$ cat config.mk
export PLATFORM = sky130hd
export DESIGN_NAME = hls_deadlock_multi_monitor
export DESIGN_NICKNAME = d
export VERILOG_FILES = /design/src/rtl/hls_deadlock_multi_monitor.sv
export SDC_FILE = /design/constraint.sdc
export NUM_CORES = 1
export LEC_CHECK = 0
export BUFFER_PORTS_ARGS = -buffer_cell sky130_fd_sc_hd__buf_2
export CORE_MARGIN = 2
export CORE_UTILIZATION = 35
export CTS_BUF_LIST = sky130_fd_sc_hd__clkbuf_4 sky130_fd_sc_hd__clkbuf_8
export CTS_CLUSTER_DIAMETER = 50
export DETAILED_ROUTE_END_ITERATION = 7
export PLACE_DENSITY_LB_ADDON = 0.3
export SLEW_MARGIN = 40
export SYNTH_ARGS = -nofsm -noshare
export SYNTH_HDL_FRONTEND = slang
export SYNTH_HIERARCHICAL = 1
export SYNTH_SLANG_ARGS = --single-unit
$ cat constraint.sdc
create_clock -name clock -period 1.89 [get_ports clock]
set_clock_uncertainty 0.05 [all_clocks]
set_input_delay 0.378 -clock clock [delete_from_list [all_inputs] [get_ports clock]]
set_output_delay 0.378 -clock clock [all_outputs]
set_load 0.005 [all_outputs]
$ cat src/rtl/hls_deadlock_multi_monitor.sv
// hls_deadlock_multi_monitor
//   Flags a dataflow deadlock in an HLS design. It asserts when at least one
//   AXI-Stream channel is stalled and every monitored process is idle, blocked
//   on a FIFO/channel, or owns a stalled AXIS channel. This must hold for
//   HOLD_CYCLES consecutive cycles.
//
//   Optional feature: define DEADLOCK_MON_STICKY_EN to make the flag sticky.
//   Once set, block stays high until clear or reset. axis_block_info then keeps
//   the channel snapshot taken when BLOCKED was entered. With the macro
//   undefined, block follows the deadlock condition and axis_block_info
//   tracks the live stalls while blocked.
//
// Ports
//   clock, reset        : clock; synchronous active-high reset
//   axis_block_sigs     : [NUM_AXIS] per-channel AXIS stall
//   inst_idle_sigs      : [NUM_PROC] per-process idle
//   inst_block_sigs     : [NUM_PROC] per-process FIFO/channel block
//   clear               : 1-cycle pulse, clears flag, info and event counter
//   block               : registered deadlock flag
//   axis_block_info     : [NUM_AXIS] stalled channels, zero while block=0
//   event_count         : [CNT_W] saturating count of entries into BLOCKED

// Per-process qualifier: gathers the AXIS stalls owned by one process.
module hls_deadlock_proc_qual #(
    parameter int                    NUM_AXIS = 1,
    parameter logic [NUM_AXIS*5-1:0] AXIS_MAP = '0,
    parameter int                    PROC_IDX = 0
) (
    input  logic [NUM_AXIS-1:0] axis_block_sigs,
    input  logic                inst_idle,
    input  logic                inst_block,
    output logic                proc_axis,
    output logic                proc_ok
);
    always_comb begin
        proc_axis = 1'b0;
        for (int i = 0; i < NUM_AXIS; i++) begin
            if (AXIS_MAP[5*i +: 5] == 5'(PROC_IDX))
                proc_axis = proc_axis | axis_block_sigs[i];
        end
        proc_ok = inst_idle | inst_block | proc_axis;
    end
endmodule

module hls_deadlock_multi_monitor #(
    parameter int                    NUM_PROC    = 3,
    parameter int                    NUM_AXIS    = 1,
    parameter logic [NUM_AXIS*5-1:0] AXIS_MAP    = '0,
    parameter int                    HOLD_CYCLES = 1,
    parameter int                    CNT_W       = 8
) (
    input  logic                clock,
    input  logic                reset,
    input  logic [NUM_AXIS-1:0] axis_block_sigs,
    input  logic [NUM_PROC-1:0] inst_idle_sigs,
    input  logic [NUM_PROC-1:0] inst_block_sigs,
    input  logic                clear,
    output logic                block,
    output logic [NUM_AXIS-1:0] axis_block_info,
    output logic [CNT_W-1:0]    event_count
);
    localparam int ARM_W = $clog2(HOLD_CYCLES + 1);

    typedef enum logic [1:0] {S_IDLE, S_ARMING, S_BLOCKED} state_t;

    state_t             state;
    logic [ARM_W-1:0]   cnt;
    logic [NUM_PROC-1:0] proc_axis;
    logic [NUM_PROC-1:0] proc_ok;
    logic               cond;

    for (genvar p = 0; p < NUM_PROC; p++) begin : g_proc
        hls_deadlock_proc_qual #(
            .NUM_AXIS (NUM_AXIS),
            .AXIS_MAP (AXIS_MAP),
            .PROC_IDX (p)
        ) u_qual (
            .axis_block_sigs (axis_block_sigs),
            .inst_idle       (inst_idle_sigs[p]),
            .inst_block      (inst_block_sigs[p]),
            .proc_axis       (proc_axis[p]),
            .proc_ok         (proc_ok[p])
        );
    end

    // A deadlock needs at least one real AXIS stall. All-idle alone is not one.
    assign cond = (|proc_axis) & (&proc_ok);

    always_ff @(posedge clock) begin
        if (reset || clear) begin
            // Reset and clear share the same effect. Both override any
            // transition or count increment on this edge.
            state           <= S_IDLE;
            cnt             <= '0;
            block           <= 1'b0;
            axis_block_info <= '0;
            event_count     <= '0;
        end else begin
            case (state)
                S_IDLE: begin
                    cnt <= '0;
                    if (cond) begin
                        if (HOLD_CYCLES == 1) begin
                            state           <= S_BLOCKED;
                            block           <= 1'b1;
                            axis_block_info <= axis_block_sigs;
                            if (event_count != '1)
                                event_count <= event_count + CNT_W'(1);
                        end else begin
                            state <= S_ARMING;
                            cnt   <= ARM_W'(1);
                        end
                    end
                end
                S_ARMING: begin
                    if (!cond) begin
                        state <= S_IDLE;
                        cnt   <= '0;
                    end else if (cnt == ARM_W'(HOLD_CYCLES - 1)) begin
                        state           <= S_BLOCKED;
                        cnt             <= '0;
                        block           <= 1'b1;
                        axis_block_info <= axis_block_sigs;
                        if (event_count != '1)
                            event_count <= event_count + CNT_W'(1);
                    end else begin
                        cnt <= cnt + ARM_W'(1);
                    end
                end
                S_BLOCKED: begin
`ifdef DEADLOCK_MON_STICKY_EN
                    // Hold flag and entry snapshot until clear/reset.
                    block <= 1'b1;
`else
                    if (cond) begin
                        axis_block_info <= axis_block_sigs;
                    end else begin
                        state           <= S_IDLE;
                        block           <= 1'b0;
                        axis_block_info <= '0;
                    end
`endif
                end
                default: begin
                    state <= S_IDLE;
                    cnt   <= '0;
                    block <= 1'b0;
                end
            endcase
        end
    end
endmodule
* Word-level counts from Yosys, hierarchy flattened *
Cells that the tools add are included.

storage, ports and cells
  register bits = 13
  bits of input ports = 10
  output and inout bits = 10
  logic and storage cells = 52

operators by class
  add/sub/neg operators = 2
  equal/unequal tests = 8
  muxes and demuxes = 23
  bitwise operators = 5
  reductions and logical operators = 9

operators by type and width
  operator                                              number
  two-way mux 8 bit                                     4
  case mux 8 bit (2 select lines)                       1
  AND reduction 4 bit                                   3
  two-way mux 1 bit                                     10
  adder 8 x 1 -> 8 bit (second input constant)          1
  two-way mux 2 bit                                     4
  inequality test 2 bit (second input constant)         4
  inequality test 8 bit (second input constant)         1
  case mux 1 bit (3 select lines)                       2
  case mux 2 bit (3 select lines)                       1
  AND reduction 3 bit                                   2
  OR 1 bit                                              4
  inequality test 3 bit (second input constant)         1
  nonzero test 3 bit                                    1
  equality test 2 x 1 -> 1 bit (second input constant)  1
  equality test 2 bit (second input constant)           1
  zero test 2 bit                                       1
  case mux 1 bit (2 select lines)                       1
  nonzero test 2 bit                                    1
  adder 1 bit (second input constant)                   1
  AND 1 bit                                             1
  logical OR 1 bit                                      1

* Logic depth before layout (Yosys ltp) *
  depth in word-level cells = 6
  gate-level depth with buffers = 7
  mapped depth without buffers = 6

* Hierarchy *
The synthesis kept the hierarchy.

by module, submodules not included
  module                                         instances  cells each  area each (um^2)  seq. area each (um^2)
  hls_deadlock_multi_monitor                     1          61          518.0             200.2
  hls_deadlock_proc_qual (g_proc[1].u_qual ...)  2          3           17.5              0.0
  hls_deadlock_proc_qual (g_proc[0].u_qual)      1          2           13.8              0.0

* Worst setup path before layout *
No wires, ideal clock.

  path kind = input -> register
  from = input inst_block_sigs[0]
  to = register event_count[7]
  setup time = 130 ps
  data arrival time = 1541 ps
  data required time = 1710 ps
  slack = 170 ps
  cell stages on the path = 7
  buffers on the path = 2
  cell sequence = or3_1 > nand3_1 > or3_1 > buf_2 > buf_2 > o41ai_1 > a21oi_1

on the way
  longest elaborated chain between the ends = 6
  elaborated cells on any way between the ends = 7
  those cells by class = eq/ne (2); bitwise (3); reduce/logical (2)

RTL lines
  what                               line  text
  start, declared                    56    input logic [NUM_PROC-1:0] inst_block_sigs,
  OR 1 bit (*) (2 in a row)          41    proc_ok = inst_idle | inst_block | proc_axis;
  AND reduction 3 bit (*)            87    assign cond = (|proc_axis) & (&proc_ok);
  AND 1 bit (*)                      87
  inequality test 2 bit (no line)    -
  AND reduction 4 bit (no line) (*)  -
  end signal, assigned               108   event_count <= event_count + CNT_W'(1);
  end signal, assigned               125   event_count <= event_count + CNT_W'(1);
  end, declared                      60    output logic [CNT_W-1:0] event_count

Mark *: on every way between the ends. The rest lies on a longest branch, timed or not.
A chain may end at the register's enable or synchronous reset.

==> results.sh <==
export IMPL_ir_drop_mv=0.338
export IMPL_gr_total_overflow=0
export IMPL_stdcell_area_um2=693
export IMPL_synth_nets=81
export IMPL_crit_end="event_count[6]"
export IMPL_drt_initial_drc_count=5
export IMPL_die_area_um2=1960
export IMPL_utilization_pct=46.0
export IMPL_antenna_left=0
export IMPL_r2r_start="block"
export IMPL_synth_flop_cell="dfxtp_1"
export IMPL_clock_latency_ns=0.27
export IMPL_yosysWarnings=6
export IMPL_slew_violations=0
export IMPL_ys_ff_latch=10
export IMPL_initial_utilization_pct=37.6
export IMPL_relSlewSlack_pct=61.0
export IMPL_cts_tree="done"
export IMPL_fmax_ghz=0.594
export IMPL_clock_sinks=10
export IMPL_startpoint="block"
export IMPL_dpl_cell_count=99
export IMPL_fp_dieW_um=44.2
export IMPL_finalPower_mw=0.483
export IMPL_die_h_um=44.2
export IMPL_setup_violations=0
export IMPL_cts_setup_buffers=0
export IMPL_r2r_end="event_count[6]"
export IMPL_p_leak_nw=0.284
export IMPL_clk_pin_slew_ns=0.07
export IMPL_synth_avg_cell_area_um2=8.21
export IMPL_dr_pass1_iters=3
export IMPL_drive_gt1_share_pct=31.0
export IMPL_fp_row_count=14
export IMPL_netlist_area_leader_share_pct=35.3
export IMPL_vias=551
export IMPL_grt_max_degree=12
export IMPL_syn_area_um2=567
export IMPL_grt_pass1_vias=445
export IMPL_ff2ff_setup_slack_ns=0.21
export IMPL_fin_cells=103
export IMPL_ys_seq_area_share_pct=35.3
export IMPL_hp_class="input pin to flip-flop"
export IMPL_fin_crit_ns=1.68
export IMPL_crit_type="flip-flop to flip-flop"
export IMPL_syn_inst=69
export IMPL_crit_path_start_kind="flip-flop"
export IMPL_synth_edff_count=0
export IMPL_synth_distinct_cells=28
export IMPL_numCtsBuffers=3
export IMPL_area_delta_synth_final_pct=22.3
export IMPL_grt_antenna_before_repair=0
export IMPL_rsz0062_at_grt="false"
export IMPL_maxCapViolCount=0
export IMPL_synth_simple_area_share_pct=28.0
export IMPL_post_drt_wl_per_cell_um=11.3
export IMPL_synth_area_leader_cell="dfxtp_1"
export IMPL_place_hpwl_um=861
export IMPL_worstPathMaxFanout=7
export IMPL_place_area_um2=657
export IMPL_min_period_over_period_pct=89.1
export IMPL_synth_fa_ha_area_share_pct=4.42
export IMPL_gp_congestion=0.693
export IMPL_htreeDepth=1
export IMPL_wirelength_um=1160
export IMPL_synth_xor_area_share_pct=1.55
export IMPL_synth_compound_area_share_pct=19.2
export IMPL_vias_per_cell=5.35
export IMPL_r2r_cells=4
export IMPL_async_flop_share_pct=0
export IMPL_hold_worst_slack_ns=0.338
export IMPL_post_cts_resized=0
export IMPL_worst_ep_required_time_ns=1.98
export IMPL_core_um2=1510
export IMPL_n_antenna_cell=0
export IMPL_tightestPinTransition_ns=0.583
export IMPL_synth_area_leaders="dfxtp_1 35%, o41ai_1 4.6%, a21oi_1 4.4%"
export IMPL_cts_hold_buf=0
export IMPL_grt_first_pass_wirelength_um=1890
export IMPL_synthMuxAreaShare_pct=1.77
export IMPL_port_buffers=19
export IMPL_cp_end_kind="flip-flop"
export IMPL_root_buffer="clkbuf_4"
export IMPL_status="complete, no violations"
export IMPL_powerDensity_nw_per_um2=697
export IMPL_io_pins=20
export IMPL_nNetsFinal=100
export IMPL_hold_viol_final=0
export IMPL_clockBufferDepth=2
export IMPL_track_usage_pct=13.3
export IMPL_synth_top_family_by_area="simple AND/OR/NAND/NOR gates"
export IMPL_synthTopCellsByCount="10 x dfxtp_1, 5 x a21oi_1, 4 x nand2_1, 4 x or3_1"
export IMPL_crit_arrival_ns=1.78
export IMPL_drc=0
export IMPL_synth_most_common_cell="dfxtp_1"
power by group:
part,internal [mW],switching (mW),total [mW]
sequential,0.215,0.00468,0.220
clock,0.117,0.0785,0.196
combinational,0.0347,0.0324,0.0671
total,0.367,0.116,0.483
placed cells by master (no fill, tap or decap), drive strengths merged, types with 3 or more instances in the layout:
master / netlist / final
a21oi: 5 / 5
buf: 5 / 21
clkbuf: 2 / 4
dfxtp: 10 / 10
nand2: 4 / 4
nand3: 3 / 3
nor2: 3 / 3
o41ai: 3 / 3
or2: 4 / 4
or3: 4 / 4
or4: 3 / 3
registers in the layout, summed over array words and instances (netlist names):
| register | count |
|---|---|
| event_count | 8 |
| axis_block_info | 1 |
| block | 1 |
layout make-up:
type / instances / area (um^2)
flip-flops and latches: 10 / 200
multi-input cells: 50 / 319
repair buffers: 21 / 110
inverters: 2 / 7.51
well taps: 16 / 20.0
fillers: 165 / 813
clock buffers: 4 / 36.3
metal layers:
layer  track usage, %  part of all wire, %
met5                0                    0
met3             6.12                  4.3
met2             20.3                   47
met1             16.8                   48
met4             3.64                 0.95
logic make-up (layout without fill, tap and decap cells):
kind of cell	Yosys count	after routing
AOI/OAI and AO/OA	16	16
adders and majority gates	2	2
muxes	1	1
other	2	2
buffers and inverters	9	27
xor gates and xnor gates	1	1
and+or+nand+nor	28	28
DFF	10	10
worst max-delay path, stage by stage, from the launching register on:
cell      delay, ns
dfxtp_1        0.35
or3_1          0.48
buf_4          0.19
o311ai_0       0.36
o41ai_1        0.13
metrics by stage:
stage	setup TNS [ns]	setup WS, ns
6_report	0	0.206
5_1_grt	0	0.0968
4_1_cts	0	0.252
3_5_place_dp	-0.0648	-0.0436
3_3_place_gp	0	0.0325
2_1_floorplan	0	0.170
worst min path at each step:
stage	start	endpoint	depth (start not counted)
2_1_floorplan	axis_block_info	axis_block_info	2
3_3_place_gp	axis_block_info	axis_block_info	2
6_report	reset	event_count[5]	3
5_1_grt	reset	event_count[5]	3
4_1_cts	reset	event_count[5]	3
3_5_place_dp	axis_block_info	axis_block_info	2
Note: power is estimated with default switching activity, not from simulation.
